$ cat src/rtl/busca_instrucao.sv
// Instruction-fetch stage: program counter, memory address, instruction register.
// Registered-read memory; handles stall replay, taken branches and HALT.
module busca_instrucao #(
    parameter int                 LARGURA     = 8,
    parameter logic [LARGURA-1:0] OPCODE_HALT = 8'hFF
) (
    input  logic               Clock,
    input  logic               Reset,
    input  logic [LARGURA-1:0] Instrucao,
    input  logic               Stall,
    input  logic               DesvioValido,
    input  logic [LARGURA-1:0] DesvioAlvo,
    output logic [LARGURA-1:0] Endereco,
    output logic [LARGURA-1:0] InstrucaoIR,
    output logic [LARGURA-1:0] PCIR,
    output logic               ValidoIR,
    output logic               Parado
);

    typedef enum logic [1:0] {
        INICIO,
        BUSCA,
        PARADO
    } estado_t;

    estado_t            estado_q, estado_d;
    logic [LARGURA-1:0] pc_q, pc_d;
    logic [LARGURA-1:0] voo_q, voo_d;
    logic [LARGURA-1:0] ir_q, ir_d;
    logic [LARGURA-1:0] pcir_q, pcir_d;
    logic               valido_q, valido_d;
    logic [LARGURA-1:0] endereco;

    always_comb begin
        estado_d = estado_q;
        pc_d     = pc_q;
        voo_d    = voo_q;
        ir_d     = ir_q;
        pcir_d   = pcir_q;
        valido_d = valido_q;
        endereco = pc_q;

        unique case (estado_q)
            INICIO: begin
                voo_d    = pc_q;
                pc_d     = pc_q + 1'b1;
                estado_d = BUSCA;
            end

            BUSCA: begin
                if (DesvioValido) begin
                    // In-flight byte belongs to the wrong path: drop it.
                    endereco = DesvioAlvo;
                    valido_d = 1'b0;
                    voo_d    = DesvioAlvo;
                    pc_d     = DesvioAlvo + 1'b1;
                end else if (Stall) begin
                    // Re-present the pending address so the byte survives.
                    endereco = voo_q;
                end else begin
                    endereco = pc_q;
                    ir_d     = Instrucao;
                    pcir_d   = voo_q;
                    valido_d = 1'b1;
                    voo_d    = pc_q;
                    pc_d     = pc_q + 1'b1;
                    if (Instrucao == OPCODE_HALT) begin
                        estado_d = PARADO;
                    end
                end
            end

            PARADO: begin
                if (!Stall) begin
                    valido_d = 1'b0;
                end
            end

            default: begin
                estado_d = INICIO;
            end
        endcase
    end

    always_ff @(posedge Clock or negedge Reset) begin
        if (!Reset) begin
            estado_q <= INICIO;
            pc_q     <= '0;
            voo_q    <= '0;
            ir_q     <= '0;
            pcir_q   <= '0;
            valido_q <= 1'b0;
        end else begin
            estado_q <= estado_d;
            pc_q     <= pc_d;
            voo_q    <= voo_d;
            ir_q     <= ir_d;
            pcir_q   <= pcir_d;
            valido_q <= valido_d;
        end
    end

    assign Endereco    = endereco;
    assign InstrucaoIR = ir_q;
    assign PCIR        = pcir_q;
    assign ValidoIR    = valido_q;
    assign Parado      = (estado_q == PARADO);

endmodule

$ cat config.mk
export PLATFORM = sky130hd
export DESIGN_NAME = busca_instrucao
export DESIGN_NICKNAME = d
export VERILOG_FILES = /design/src/rtl/busca_instrucao.sv
export SDC_FILE = /design/constraint.sdc
export NUM_CORES = 1
export LEC_CHECK = 0
export CAP_MARGIN = 0
export CORE_MARGIN = 2
export CORE_UTILIZATION = 45
export CTS_CLUSTER_DIAMETER = 50
export DETAILED_ROUTE_END_ITERATION = 8
export GPL_TIMING_DRIVEN = 0
export PLACE_DENSITY_LB_ADDON = 0.1
export SYNTH_ARGS = -nofsm -noshare
export SYNTH_HDL_FRONTEND = slang
export SYNTH_SLANG_ARGS = --single-unit
$ cat constraint.sdc
create_clock -name Clock -period 3.4 [get_ports Clock]
set_clock_uncertainty 0.2 [all_clocks]
set_input_delay 0.51 -clock Clock [delete_from_list [all_inputs] [get_ports Clock]]
set_output_delay 0.51 -clock Clock [all_outputs]
set_load 0.05 [all_outputs]
==> flow_summary.toml <==
[floorplan]
io_pins = 46
die_y_um = 71.6
die_x_um = 71.6
std_cell_rows = 24
core_um2 = 4380
initial_utilization = 0.469
die_area_um2 = 5120

[detailed_routing]
wl_per_cell_um = 16.7
met1Wirelength_mm = 2.34
dr.pass1.iters = 5
wl_met2_mm = 2.29
drt_iter0_drc = 99
dr.max_layer_used = "met4"
dr_total_vias = 1751
ant_nets = 0
vias_per_cell = 5.76
wl_met3_um = 385
wl_mm = 5.08
drc = 0

[placed_design]
dp_hpwl_mm = 3.66
place.gp.congestion = 0.865
dpl_cell_area_um2 = 2560
io_buffers = 45
placed_cells = 296

[power_and_ir_drop]
pwr-share-clk = 0.229
switchingPower_mw = 0.493
power_frac_seq = 0.401
pwr-share-comb = 0.370
p_sw_frac = 0.378
p_int_mw = 0.812
power.density_nw_per_um2 = 490
peakVddDrop_v = 0.000311
cellLeakagePower_nw = 1.15

[clock_network]
cts_buffer_depth = 2
cts_made_buffers = 5
root_buffer = "clkbuf_8"
clock_sinks = 35
post-cts-setup-buffers = 0
cts_tree = "built"
insertion_delay_ps = 290
clk_pin_slew_ps = 80
cts.htree.levels = 2

[timing]
rsz0062_at_grt = "no"
slew_headroom = 0.475
finalSetupTns_ps = 0
drv_slew = 0
worst_pin_slew_ps = 787
post-route-period-util = 0.939
setup_viol = 0
max_freq_ghz = 0.313
fin_crit_ps = 3190
hold_violations = 0

[final_layout]
antenna_cells = 0
drive_above_1_share = 0.179
final_area_um2 = 2660
layout_common_cells = "clkdlybuf4s50_1 (37), dfrtp_1 (35), o21ai_0 (22)"
layout_commonest_cell = "clkdlybuf4s50_1"
area.growth.synth_to_final_pct = 29.7
fin_util = 0.608
stdcell_count = 304
finalNetCount = 273

[synthesis]
yosysWarnings = 0
yosysTopAreaCellShare = 0.426
synth_cell_types = 43
synth-edff-count = 0
synth-compound-area-share = 0.216
synth_top_family_by_area = "compound AO/OA/AOI/OAI gates"
synthXorXnorAreaFrac = 0.0213
ys_ff_latch = 35
syn_area_um2 = 2050
synthArstFlopShare = 1.00
yosysTopAreaCell = "dfrtp_1"
ys_seq_area_frac = 0.426
yosys-top-cells-area = "dfrtp_1 (43%), mux2_4 (7.3%), a22oi_1 (5.5%), o21ai_0 (5.4%), mux2_2 (3.3%)"
synth-simple-area-share = 0.153
synth_ff_type = "dfrtp_1"
syn_area_per_cell_um2 = 10.3
syn-num-nets = 221
muxShareOfSynthArea = 0.111
synthCells = 199
synth-adder-area-share = 0.0122

[worst_setup_path]
cp.required_ps = 2690
cp_slowest_cell = "clkdlybuf4s50_1"
endpoint_kind = "output pin"
crit_path_max_fanout = 10
r2r-start = "estado_q[1]"
cp.arrival_ps = 2480
r2r_cells = 6
reg2reg_to = "InstrucaoIR[6]"
critical_path_class = "input port to output pin"
startpoint_type = "input port"
path_cells = "clkdlybuf4s50_1 -> buf_2 -> buf_2 -> nand3_1 -> o21ai_0 -> a21oi_1 -> clkdlybuf4s50_1"
cp_slowest_stage_delay_ps = 810
worst-r2r-setup-slack_ps = 1630

[worst_hold_path]
worstHoldPathType = "input port to asynchronous set/reset pin"

[global_routing]
grt-ovfl-total = 0
grt_pass1_vias = 1706
grt_pass1_wl_mm = 8.52
antenna_found_initial = 0
grt_usage = 0.210
grt_max_degree = 36

[outcome]
status = "finished clean"

[run]
cap_violations = 0
how the worst max path moves through the flow:
stage / from / end / slack, ps
after floorplan: Stall / Endereco[7] / 510
after global placement: Stall / Endereco[7] / -9
after detailed placement: Stall / Endereco[7] / 4
after CTS: DesvioValido / Endereco[3] / 2
after global routing: Stall / Endereco[6] / 100
final: Stall / Endereco[6] / 210
routing by layer:
layer  global-route usage  vias to the layer above
met5                    0                        -
met4               0.0629                        0
met3               0.0380                        7
met2                0.318                       76
met1                0.310                      824
li1                     -                      844
Yosys cell counts (2+ instances only):
cell,count
a211oi_1,2
a21oi_1,10
a22oi_1,15
a2bb2oi_1,2
a31oi_1,10
and2_1,2
and3_1,3
buf_2,8
buf_6,3
clkbuf_1,2
dfrtp_1,35
ha_1,2
inv_1,2
mux2_2,6
mux2_4,10
nand2_1,12
nand2b_1,2
nand3_1,7
nand4_1,7
nor2_1,4
nor2b_1,8
o21ai_0,22
o22ai_1,2
xnor2_1,2
xor2_1,3
layout make-up:
type	count	area, um^2
fillers	403	1720
repair buffers	45	459
inverters	3	11.3
plain buffers	16	113
flip-flops and latches	35	876
clock buffers	6	72.6
multi-input cells	145	1050
clock inverters	2	12.5
well taps	52	65.1
through the flow:
step / power, mW / hold slack, ps / worst slack, ps
finish: 1.31 / 93.2 / 208
global route: 1.37 / 164 / 95.2
CTS: 1.32 / 122 / 2.23
detailed placement: 1.02 / 293 / 3.75
global placement: 1.01 / 291 / -8.99
floorplan: 0.845 / 14.4 / 514
power groups by stage:
stage	Sequential, mW	Combinational, mW	Clock (mW)
2_1_floorplan	0.646	0.199	0
4_1_cts	0.524	0.487	0.309
3_3_place_gp	0.530	0.485	0
6_report	0.523	0.483	0.298
3_5_place_dp	0.531	0.485	0
5_1_grt	0.533	0.513	0.323
logic make-up (layout without fill, tap and decap cells):
kind of cell               count (synthesis)  after routing
AOI/OAI and AO/OA                         69             69
and+or+nand+nor                           52             52
DFF                                       35             35
buffers and inverters                     19             72
muxes                                     17             17
xor gates and xnor gates                   5              5
adders and majority gates                  2              2
repair_timing:
item                       in CTS  in global routing
setup endpoints to repair       1                  6
hold buffers                    0                  0
gates cloned                    0                  0
resized for setup               1                  6
pin swaps                       0                  0
critical path: cells and delay by family:
family	cells	cell delay, ps
and+or+nand+nor	1	90
AOI/OAI and AO/OA	2	240
buffers and inverters	4	1630
registers in the layout (all words and copies together), names as in the netlist:
register,flops
estado_q,2
InstrucaoIR,8
ValidoIR,1
pc_q,8
PCIR,8
voo_q,8
Note: power is estimated with default switching activity, not from simulation.
